==> src/rtl/eel_mem_pkg.sv <==
// Shared definitions for the memory-port arbiter of the five-stage pipeline.
//   arb_state_t : arbiter FSM states
//   owner_t     : which requester owns the current bus transaction
//   SZ_*        : MEM_SIZE / BUS_SIZE access-size encodings
package eel_mem_pkg;

   typedef enum logic [2:0] {
      IDLE   = 3'd0,
      REQ_I  = 3'd1,
      WAIT_I = 3'd2,
      REQ_D  = 3'd3,
      WAIT_D = 3'd4
   } arb_state_t;

   typedef enum logic {
      OWN_I = 1'b0,
      OWN_D = 1'b1
   } owner_t;

   localparam logic [1:0] SZ_BYTE = 2'b00;
   localparam logic [1:0] SZ_HALF = 2'b01;
   localparam logic [1:0] SZ_WORD = 2'b10;

endpackage

==> src/rtl/mem_port_arbiter.sv <==
// Arbitrates one single-ported, variable-latency memory bus between the
// instruction-fetch port (IF_*) and the load/store port (MEM_*).
// One transaction is in flight at a time. Data requests win arbitration,
// but after D_STREAK_MAX consecutive data grants with a fetch waiting the
// fetch is granted next. A FLUSH withdraws an ungranted fetch or marks a
// granted fetch so its response is dropped.
//
// Ports
//   CLK, RST                         clock, synchronous active-high reset
//   IF_REQ, IF_ADDR                  fetch request (level) and address
//   IF_RDATA, IF_VALID               fetched word and one-cycle completion
//   FLUSH                            kills the pending fetch
//   MEM_REQ/WE/ADDR/WDATA/SIZE       data request (level) and fields
//   MEM_RDATA, MEM_VALID             load data and one-cycle completion
//   BUS_REQ/WE/ADDR/WDATA/SIZE       registered address phase
//   BUS_GNT                          address phase accepted this cycle
//   BUS_RVALID, BUS_RDATA            response / write-ack
module mem_port_arbiter
   import eel_mem_pkg::*;
#(
   parameter int unsigned DATA_W       = 32,
   parameter int unsigned ADDR_W       = 32,
   parameter int unsigned D_STREAK_MAX = 4
) (
   input  logic              CLK,
   input  logic              RST,
   input  logic              IF_REQ,
   input  logic [ADDR_W-1:0] IF_ADDR,
   output logic [DATA_W-1:0] IF_RDATA,
   output logic              IF_VALID,
   input  logic              FLUSH,
   input  logic              MEM_REQ,
   input  logic              MEM_WE,
   input  logic [ADDR_W-1:0] MEM_ADDR,
   input  logic [DATA_W-1:0] MEM_WDATA,
   input  logic [1:0]        MEM_SIZE,
   output logic [DATA_W-1:0] MEM_RDATA,
   output logic              MEM_VALID,
   output logic              BUS_REQ,
   output logic              BUS_WE,
   output logic [ADDR_W-1:0] BUS_ADDR,
   output logic [DATA_W-1:0] BUS_WDATA,
   output logic [1:0]        BUS_SIZE,
   input  logic              BUS_GNT,
   input  logic              BUS_RVALID,
   input  logic [DATA_W-1:0] BUS_RDATA
);

   localparam int unsigned         STREAK_W   = $clog2(D_STREAK_MAX + 1);
   localparam logic [STREAK_W-1:0] STREAK_LIM = STREAK_W'(D_STREAK_MAX);

   arb_state_t          state_q;
   arb_state_t          state_nx;
   logic [STREAK_W-1:0] streak_q;
   logic                discard_q;
   logic                if_elig;
   logic                mem_elig;
   logic                grant_vld;
   owner_t              grant_own;

   // Next-state and arbitration decision.
   always_comb begin
      state_nx  = state_q;
      grant_vld = 1'b0;
      grant_own = OWN_I;
      // A requester whose VALID is high this cycle is still holding the
      // request it just completed, so it takes no part in arbitration.
      if_elig   = IF_REQ  && !IF_VALID;
      mem_elig  = MEM_REQ && !MEM_VALID;

      case (state_q)
         IDLE: begin
            if (mem_elig && (streak_q < STREAK_LIM)) begin
               grant_vld = 1'b1;
               grant_own = OWN_D;
            end else if (if_elig) begin
               grant_vld = 1'b1;
               grant_own = OWN_I;
            end else if (mem_elig) begin
               grant_vld = 1'b1;
               grant_own = OWN_D;
            end
            if (grant_vld) begin
               state_nx = (grant_own == OWN_D) ? REQ_D : REQ_I;
            end
         end
         REQ_I: begin
            if (BUS_GNT) begin
               state_nx = WAIT_I;
            end else if (FLUSH) begin
               state_nx = IDLE;
            end
         end
         WAIT_I: begin
            if (BUS_RVALID) begin
               state_nx = IDLE;
            end
         end
         REQ_D: begin
            if (BUS_GNT) begin
               state_nx = WAIT_D;
            end
         end
         WAIT_D: begin
            if (BUS_RVALID) begin
               state_nx = IDLE;
            end
         end
         default: state_nx = IDLE;
      endcase
   end

   always_ff @(posedge CLK) begin
      if (RST) begin
         state_q   <= IDLE;
         streak_q  <= '0;
         discard_q <= 1'b0;
         BUS_REQ   <= 1'b0;
         BUS_WE    <= 1'b0;
         BUS_ADDR  <= '0;
         BUS_WDATA <= '0;
         BUS_SIZE  <= '0;
         IF_VALID  <= 1'b0;
         IF_RDATA  <= '0;
         MEM_VALID <= 1'b0;
         MEM_RDATA <= '0;
      end else begin
         state_q   <= state_nx;
         BUS_REQ   <= (state_nx == REQ_I) || (state_nx == REQ_D);
         IF_VALID  <= 1'b0;
         MEM_VALID <= 1'b0;

         // Streak only counts data grants made while a fetch is waiting.
         if (state_q == IDLE) begin
            if (!IF_REQ) begin
               streak_q <= '0;
            end else if (grant_vld && (grant_own == OWN_I)) begin
               streak_q <= '0;
            end else if (grant_vld && (streak_q < STREAK_LIM)) begin
               streak_q <= streak_q + 1'b1;
            end
         end

         if (grant_vld) begin
            if (grant_own == OWN_D) begin
               BUS_WE    <= MEM_WE;
               BUS_ADDR  <= MEM_ADDR;
               BUS_WDATA <= MEM_WDATA;
               BUS_SIZE  <= MEM_SIZE;
            end else begin
               BUS_WE    <= 1'b0;
               BUS_ADDR  <= IF_ADDR;
               BUS_WDATA <= '0;
               BUS_SIZE  <= SZ_WORD;
            end
         end

         if ((state_q == REQ_I) && BUS_GNT && FLUSH) begin
            discard_q <= 1'b1;
         end

         if (state_q == WAIT_I) begin
            if (BUS_RVALID) begin
               discard_q <= 1'b0;
               // A flush in the response cycle also drops the response.
               if (!discard_q && !FLUSH) begin
                  IF_RDATA <= BUS_RDATA;
                  IF_VALID <= 1'b1;
               end
            end else if (FLUSH) begin
               discard_q <= 1'b1;
            end
         end

         if ((state_q == WAIT_D) && BUS_RVALID) begin
            MEM_RDATA <= BUS_RDATA;
            MEM_VALID <= 1'b1;
         end
      end
   end

endmodule

==> config.mk <==
export PLATFORM = sky130hd
export DESIGN_NAME = mem_port_arbiter
export DESIGN_NICKNAME = d
export VERILOG_FILES = /design/src/rtl/eel_mem_pkg.sv /design/src/rtl/mem_port_arbiter.sv
export SDC_FILE = /design/constraint.sdc
export NUM_CORES = 1
export LEC_CHECK = 0
export ABC_AREA = 1
export CELL_PAD_IN_SITES_DETAIL_PLACEMENT = 0
export CELL_PAD_IN_SITES_GLOBAL_PLACEMENT = 1
export CORE_MARGIN = 10
export CORE_UTILIZATION = 29
export DETAILED_ROUTE_END_ITERATION = 16
export PLACE_DENSITY_LB_ADDON = 0.15
export SLEW_MARGIN = 20
export SYNTH_ARGS = -nofsm -noshare
export SYNTH_HDL_FRONTEND = slang
export SYNTH_SLANG_ARGS = --single-unit
==> constraint.sdc <==
create_clock -name CLK -period 2.5 [get_ports CLK]
set_input_delay 0.625 -clock CLK [delete_from_list [all_inputs] [get_ports CLK]]
set_output_delay 0.625 -clock CLK [all_outputs]
set_load 0.02 [all_outputs]
=== Yosys cells after proc, flatten, opt, wreduce, memory -nomap -nowiden ===
Cells that the tools add are included.

* Flip-flop bits (word level): 141
* Input bits: 138
* Output and inout port bits: 134
* Logic and storage cells: 72

* Add/sub/neg operators: 1
* $lt $le $gt $ge: 1
* Equal/unequal tests: 7
* Multiplexer cells: 29
* Bitwise operators: 3
* Reductions and logical operators: 19

{| class="wikitable"
|+ Operators with widths
! kind !! count
|-
| 2-to-1 mux 32 bit || 2
|-
| 2-to-1 mux 3 bit || 8
|-
| 2-to-1 mux 1 bit || 16
|-
| one-hot mux 3 bit (4 select lines) || 1
|-
| equality test 3 x 2 -> 1 bit (second input constant) || 3
|-
| logical AND 1 bit || 9
|-
| equality test 3 x 1 -> 1 bit (second input constant) || 2
|-
| logical NOT 1 bit || 4
|-
| 2-to-1 mux 2 bit || 2
|-
| adder 3 x 1 -> 3 bit (second input constant) || 1
|-
| equality test 3 bit (second input constant) || 1
|-
| logical NOT 3 bit || 1
|-
| < comparator 3 bit (second input constant) || 1
|-
| inequality test 3 x 1 -> 1 bit (second input constant) || 1
|-
| inverter 1 bit || 3
|-
| AND reduction 3 bit || 1
|-
| OR reduction 3 bit || 1
|-
| AND reduction 2 bit || 1
|-
| OR reduction 2 bit || 1
|-
| logical OR 1 bit || 1
|}

=== Longest topological paths before layout ===
Gate-level depths: netlist of the first run.

* Depth in word-level cells: 11
* Mapped depth: 11
* Depth with buffers taken out: 9

=== Worst setup path after synthesis of the first run ===
No wires, ideal clock.

* Path kind: input -> register
* Start point: input port FLUSH
* End point: register IF_RDATA[0]
* Setup time: 116 ps
* Arrival: 1581 ps
* Required time: 2384 ps
* Slack: 803 ps
* Stages: 6
* Buffers on the path: 1
* Path through: or2_2 -> nor3_4 -> inv_1 -> buf_2 -> nor2_1 -> nor2_1

* Word-level cells in the longest chain between the ends: 3

{| class="wikitable"
|+ Ends and longest elaborated chain
! what !! RTL line !! source
|-
| start, declared || mem_port_arbiter.sv:31 || <nowiki>input logic FLUSH,</nowiki>
|-
| logical NOT 1 bit || mem_port_arbiter.sv:166 || <nowiki>if (!discard_q && !FLUSH) begin</nowiki>
|-
| logical AND 1 bit || mem_port_arbiter.sv:166 ||
|-
| AND reduction 3 bit (no source line) || n/a ||
|-
| end signal, assigned || mem_port_arbiter.sv:124 || <nowiki>IF_RDATA <= '0;</nowiki>
|-
| end signal, assigned || mem_port_arbiter.sv:167 || <nowiki>IF_RDATA <= BUS_RDATA;</nowiki>
|-
| end, declared || mem_port_arbiter.sv:29 || <nowiki>output logic [DATA_W-1:0] IF_RDATA,</nowiki>
|}

No other way between the ends.
A chain may end at the register's enable or synchronous reset.

=== Worst setup path after layout of the first run ===
* Start point: register IF_RDATA[31]
* End point: output port IF_RDATA[31]

No word-level cell between the ends.

==> summary.md, run 1 <==
| Metric | Value |
|---|---|
| RSZ-0062 raised after global routing | false |
| CP Data Required Time | roughly 1900 ps |
| FP Rows | 48 |
| Final hold violation count | 0 |
| Max Cap Violations | 0 |
| DRT Wirelength | around 20000 um |
| Synth Register Bits | 141 |
| Post-Syn Instances | 667 |
| I/O Pins | 272 |
| DP HPWL | 14400 um |
| Clock Path Buffers | 2 |
| Clk slew on worst S/H paths | 60 ps |
| First-pass GRT wire length | a little over 30000 um |
| Total grt overflow | 0 |
| Total number of vias | 5387 |
| Tmin final | 2040 ps |
| Nets | around 1100 |
| Tot GR Track Use | 15.9% |
| Die area | about 24000 sq um |
| CP bufs+invs | 1 |
| Final max-slew violation count | 0 |
| Pleak | 3.32 nW |
| Post-synth ARST share | 0% |
| Register area share after synthesis | 54.4% |
| Initial Util | 29.8% |
| CP peak stage delay | 680 ps |
| Worst Clk Skew | 10.1 ps |
| Worst hold path type | reg -> reg |
| Initial antenna violation count | 0 |
| Post-CTS setup buffers | 0 |
| Routability cong. | 0.811 |
| Hold path depth | 2 |
| Core box area | ~17000 sq um |
| Peak supply drop | 0.000507 V |
| Period utilisation layout | a little over 80% |
| Worst-margin pin slew | 538 ps |
| Cell Chain, Critical Path | clkdlybuf4s50_1 |
| Residual DRC | 0 |
| Commonest non-fill, non-tap cell in the layout | clkdlybuf4s50_1 |
| Number of detailed-route iterations in the first pass | 5 |
| Number of DRC markers in iteration 0 | 280 |
| Crit path DAT | 1410 ps |
| Power Dens Cells | between 700 and 800 nW/um^2 |
| Slowest CP cell | clkdlybuf4s50_1 |
| Fmax | 491 MHz |
| Cell accounting for the most synthesized area | dfxtp_1 |
| Endpoints failing setup | 0 |
| Port Buf Inserts | 271 |
| Worst-Skew Late Latency | 410 ps |
| Most frequent cells in the layout | clkdlybuf4s50_1 (270), nor2_1 (142), dfxtp_1 (141), nand2_1 (107), o21ai_0 (97) |
| Synthesized area per cell | around 7.8 sq um |
| Synth top area share | 54.4% |
| PostCTS Resize Cnt | 0 |
| Syn_nets | ~800 |
| Cell class contributing the biggest share of worst-path delay | buffers and inverters |
| FF-to-FF path depth | 8 |
| DR WL/cell | approximately 17 um |
| CTS tree | yes |
| CP max FO | 2 |
| Nature of the critical path endpoint | output port |
| Via/cell ratio | 4.64 |
| Share of cells above drive strength 1 | 5.57% |
| CP Launch Type | register |
| Hold WS | 462 ps |
| WP depth | 1 |
| Rel. slew slack | 64.2% |
| Clock H-tree levels | 4 |
| Final ANT Viol Nets | 0 |
| Fillers | 1664 |
| Kind of critical path | reg -> out |
| Die X | 154 um |
| Hold buffers post-CTS | 0 |
| Synth warn | 0 |
| Distinct cells, synth | 23 |
| Main area contributors after synthesis | dfxtp_1 (54%), nor2_1 (10%), o21ai_0 (9.4%) |
| Primary FF master, synth | dfxtp_1 |
| Root Buffer | clkbuf_16 |
| Largest net degree at the start of global routing | 92 |
| Status | complete, no violations |
| Post-synth EDFFs | 0 |
| Cell Area, Synth | 5190 sq um |
| Vias in the first global route | ~5300 |
| CTS Sinks | 141 |
| Die Span Y | roughly 150 um |
| Setup TNS | 0 ps |
| CTS buffer count | 17 |
| Area grow syn2layout | 67.8% |
[cell usage after synthesis, types with 2 or more instances]
cell / instances
o21ai_0: 97
o22ai_1: 24
nand2_1: 107
inv_1: 13
buf_2: 12
nor3_1: 2
inv_2: 3
nand3_1: 9
nor2_4: 2
a21oi_1: 71
dfxtp_1: 141
o211ai_1: 2
nor2_1: 142
buf_6: 5
clkbuf_1: 29
[tightest hold or removal path, delay by kind of cell, from the launching register on]
| kind | cells | cell delay (ps) |
|---|---|---|
| AND/OR/NAND/NOR | 1 | 60 |
| flip-flops | 1 | 310 |
| AO/OA/AOI/OAI | 1 | 50 |
[worst paths after layout]
check,endpoint,from,slack [ps]
worst max register to register,BUS_ADDR[16],state_q[0],960
worst min register to register,BUS_WDATA[12],BUS_WDATA[12],460
worst max-delay path,IF_RDATA[31],IF_RDATA[31],460
worst min-delay path,BUS_WDATA[12],BUS_WDATA[12],460
[final cells by class]
| cell class | instances | area (sq um) | area share (%) |
|---|---|---|---|
| antenna | 2 | 5.00 | 0.0575 |
| clock buffer | 20 | 447 | 5.13 |
| clock inverter | 11 | 168 | 1.92 |
| inverter | 17 | 63.8 | 0.733 |
| multi-input combinational | 461 | 2070 | 23.7 |
| sequential | 141 | 2820 | 32.4 |
| tap | 225 | 282 | 3.23 |
| timing repair buffer | 284 | 2860 | 32.8 |
[per-stage QoR]
stage                     setup WS (ps)  total power, mW  std cells  utilization, %  instance area, sq um
after floorplan                     803             3.18        667               -                  5190
after global placement              213             3.83       1128            46.5                  8090
after detailed placement            221             3.86       1128            46.5                  8090
after CTS                           427             6.52       1159            50.0                  8710
after global routing                399             6.73       1159            50.0                  8710
final                               464             6.43       1161            50.0                  8710
[sequential cells by signal, indices dropped and copies added (netlist names)]
signal     flops
state_q        3
MEM_RDATA     32
IF_RDATA      32
discard_q      1
MEM_VALID      1
BUS_REQ        1
BUS_WDATA     32
BUS_ADDR      32
IF_VALID       1
BUS_WE         1
BUS_SIZE       2
streak_q       3
[kinds of logic after synthesis]
logic type | after synthesis | synth area share (%)
adder cells (fa/ha/maj) | 1 | 0.241
AO/OA/AOI/OAI | 194 | 19.4
AND/OR/NAND/NOR | 265 | 20.1
flip-flops | 141 | 54.4
XOR/XNOR | 1 | 0.169
buffers and inverters | 65 | 5.78
[per-layer routing]
metal / wire, um / GRT usage [%] / vias up
li1: - / - / 2714
met1: 8260 / 18.6 / 2459
met2: 9220 / 25.7 / 196
met3: 1940 / 7.39 / 18
met4: 240 / 4.18 / 0
met5: 0 / 0 / -
[power breakdown]
part	switching (mW)	internal (mW)	total [mW]
clock network	0.952	1.69	2.64
logic	0.680	0.612	1.29
registers	0.0870	2.41	2.50
No activity file was read; power rests on OpenSTA's default activity.
==> inputs of run 2 (changes only) <==
--- a/config.mk
+++ b/config.mk
@@ -9,7 +9,7 @@
 export CELL_PAD_IN_SITES_DETAIL_PLACEMENT = 0
 export CELL_PAD_IN_SITES_GLOBAL_PLACEMENT = 1
 export CORE_MARGIN = 10
-export CORE_UTILIZATION = 29
+export CORE_UTILIZATION = 24
 export DETAILED_ROUTE_END_ITERATION = 16
 export PLACE_DENSITY_LB_ADDON = 0.15
 export SLEW_MARGIN = 20
==> constraint.sdc (replaced) <==
create_clock -name CLK -period 1.7 [get_ports CLK]
set_input_delay 0.425 -clock CLK [delete_from_list [all_inputs] [get_ports CLK]]
set_output_delay 0.425 -clock CLK [all_outputs]
set_load 0.02 [all_outputs]
==> run 2 against run 1 <==
Net effect: clock power up 41%; worst setup slack worse by 340 ps; die area up 18%; utilization down 8.5 points; via count down 1.7%; register-to-register slack worse by 790 ps; wire length up 4.2%; power up 44%; first-iteration DRC count down 11%; hold slack worse by 2.2 ps; largest cell class unchanged.
==> summary.md, run 2 (synthesized netlist as in run 1, its figures left out) <==
| Metric | Value |
|---|---|
| Status | complete, no violations |
| Finished layout cell area | 8770 sq um (+0.72%) |
| Commonest non-fill, non-tap cell in the layout | nor2_1 |
| Final ANT Viol Nets | 0 (unchanged) |
| Routability cong. | 0.749 (-7.7%) |
| Initial antenna violation count | 0 (unchanged) |
| Residual DRC | 0 (unchanged) |
| Clk slew on worst S/H paths | 60 ps (about the same) |
| Number of detailed-route iterations in the first pass | 4 (-1) |
| Via/cell ratio | 4.32 (-6.9%) |
| FP Rows | 53 (+10%) |
| Nets | 1077 (+1.5%) |
| CTS Sinks | 141 (unchanged) |
| CTS tree | yes |
| First-pass GRT wire length | 31200 um (+3.4%) |
| Nature of the critical path endpoint | output port |
| Most frequent cells in the layout | nor2_1 (142), dfxtp_1 (141), clkdlybuf4s50_1 (136), dlygate4sd2_1 (134), nand2_1 (106) |
| Root Buffer | clkbuf_16 |
| Tmin final | 1570 ps |
| R2R Path Start | state_q[0] |
| Slowest CP cell | dlygate4sd2_1 |
| Reg2reg end | BUS_WDATA[7] |
| Initial Util | 24.5% (-5.3 points) |
| Number of DRC markers in iteration 0 | 249 (-11%) |
| Clock Path Buffers | 2 (unchanged) |
| CP peak stage delay | 380 ps (-300 ps) |
| Period utilisation layout | 92.5% |
| Internal reg-to-reg setup slack | 170 ps (-790 ps) |
| Fmax | 636 MHz |
| Power Dens Cells | 1050 nW/um^2 (+43%) |
| Worst hold path type | reg -> reg |
| Rel. slew slack | 61.7% (-2.5 points) |
| Multi-input logic area | 2070 sq um (+0.12%) |
| Final hold violation count | 0 (unchanged) |
| Largest net degree at the start of global routing | 92 (unchanged) |
| Crit. Startpoint | MEM_VALID |
| Die area | 27900 sq um (+18%) |
| Pleak | 3.98 nW (+20%) |
| CTS buffer count | 17 (unchanged) |
| Die X | 167 um (+8.6%) |
| DP HPWL | 14800 um (+2.6%) |
| Total grt overflow | 0 (unchanged) |
| Area grow syn2layout | 69.0% |
| Cell Chain, Critical Path | dlygate4sd2_1 |
| FF-to-FF path depth | 9 (+1) |
| Max Cap Violations | 0 (unchanged) |
| Crit path DAT | 1150 ps (-260 ps) |
| CP Data Required Time | 1270 ps (-610 ps) |
| Die Span Y | 167 um (+8.6%) |
| Tot GR Track Use | 14.0% (-1.9 points) |
| DRT Wirelength | 20500 um (+4.2%) |
| Peak supply drop | 0.000613 V (+21%) |
| Cell class contributing the biggest share of worst-path delay | buffers and inverters |
| Fillers | 2252 (+35%) |
| Worst-margin pin slew | 575 ps (+37.1 ps) |
| Hold buffers post-CTS | 0 (unchanged) |
| Share of cells above drive strength 1 | 7.47% (+1.9 points) |
| Worst Clk Skew | 10.6 ps (+0.557 ps) |
| Kind of critical path | reg -> out |
| WP depth | 1 (unchanged) |
| Clock H-tree levels | 4 (unchanged) |
| CP bufs+invs | 1 (unchanged) |
| Endpoints failing setup | 0 (unchanged) |
| Non-Filler Instances | 1227 (+5.7%) |
| I/O Pins | 272 (unchanged) |
| Worst-Skew Late Latency | 420 ps (about the same) |
| RSZ-0062 raised after global routing | false |
| CP Capture Point | MEM_VALID |
| Area after DPL | 8340 sq um (+3.1%) |
| Vias in the first global route | 5247 (-1.9%) |
| CP Launch Type | register |
| Final max-slew violation count | 0 (unchanged) |
| Total number of vias | 5298 (-1.7%) |
| Placed Cells incl. Taps | 1193 (+5.8%) |
| FF/Latch Area | 2820 sq um (unchanged) |
| CP max FO | 3 (+1) |
| Core box area | 21200 sq um (+21%) |
| DR WL/cell | 16.7 um (-1.4%) |
| Port Buf Inserts | 271 (unchanged) |
[run 2: per-layer routing]
metal,up-vias,track usage (%),wire [um]
met4,0,3.70,191
met3,11,6.90,1920
met2,174,22.6,9470
met5,-,0,0
met1,2364,16.2,8910
li1,2749,-,-
[run 2: where the power goes]
part	leakage [nW]	switching (mW)	internal (mW)	total, mW
clock network	0.278	1.55	2.19	3.73
logic	2.55	1.03	0.836	1.87
registers	1.15	0.107	3.55	3.65
[run 2: how the worst min path moves through the flow]
stage            startpoint            to  slack [ps]  cells after the start
6_report       BUS_ADDR[25]  BUS_ADDR[25]         460                      2
2_1_floorplan   streak_q[2]   streak_q[2]         450                      2
3_5_place_dp   BUS_ADDR[25]  BUS_ADDR[25]         450                      2
5_1_grt        BUS_WDATA[0]  BUS_WDATA[0]         470                      2
4_1_cts        BUS_ADDR[25]  BUS_ADDR[25]         460                      2
3_3_place_gp   BUS_WDATA[9]  BUS_WDATA[9]         450                      2
[run 2: area by class of cell]
class / instances / share of cell area [%]
Inverter: 17 / 0.727
Multi-Input combinational cell: 461 / 23.6
Clock buffer: 18 / 4.89
Sequential cell: 141 / 32.2
Tap cell: 275 / 3.92
Timing Repair Buffer: 300 / 32.9
Clock inverter: 14 / 1.80
Antenna cell: 1 / 0.0285
[run 2: tightest hold or removal path: stages, from the launching register on]
cell and delay (ps):
dfxtp_1 300, nand2_1 50, a21oi_1 50
[run 2: through the flow]
| stage | hold slack [ps] | utilization [%] | setup WS [ps] | TNS (ps) | power, mW |
|---|---|---|---|---|---|
| floorplan | 448 | - | 203 | 0 | 4.67 |
| global placement | 452 | 39.4 | -280 | -24840 | 5.78 |
| detailed placement | 455 | 39.4 | -294 | -27320 | 5.78 |
| CTS | 462 | 41.4 | 80.8 | 0 | 9.42 |
| global route | 475 | 41.5 | 11.7 | 0 | 9.72 |
| finish | 460 | 41.5 | 127 | 0 | 9.25 |
[run 2: timing repair]
item                                    4_1_cts  5_1_grt
endpoints found under the setup margin      134        9
gates resized for setup                     134        1
pin swaps                                     0        1
setup buffers                                 0        1
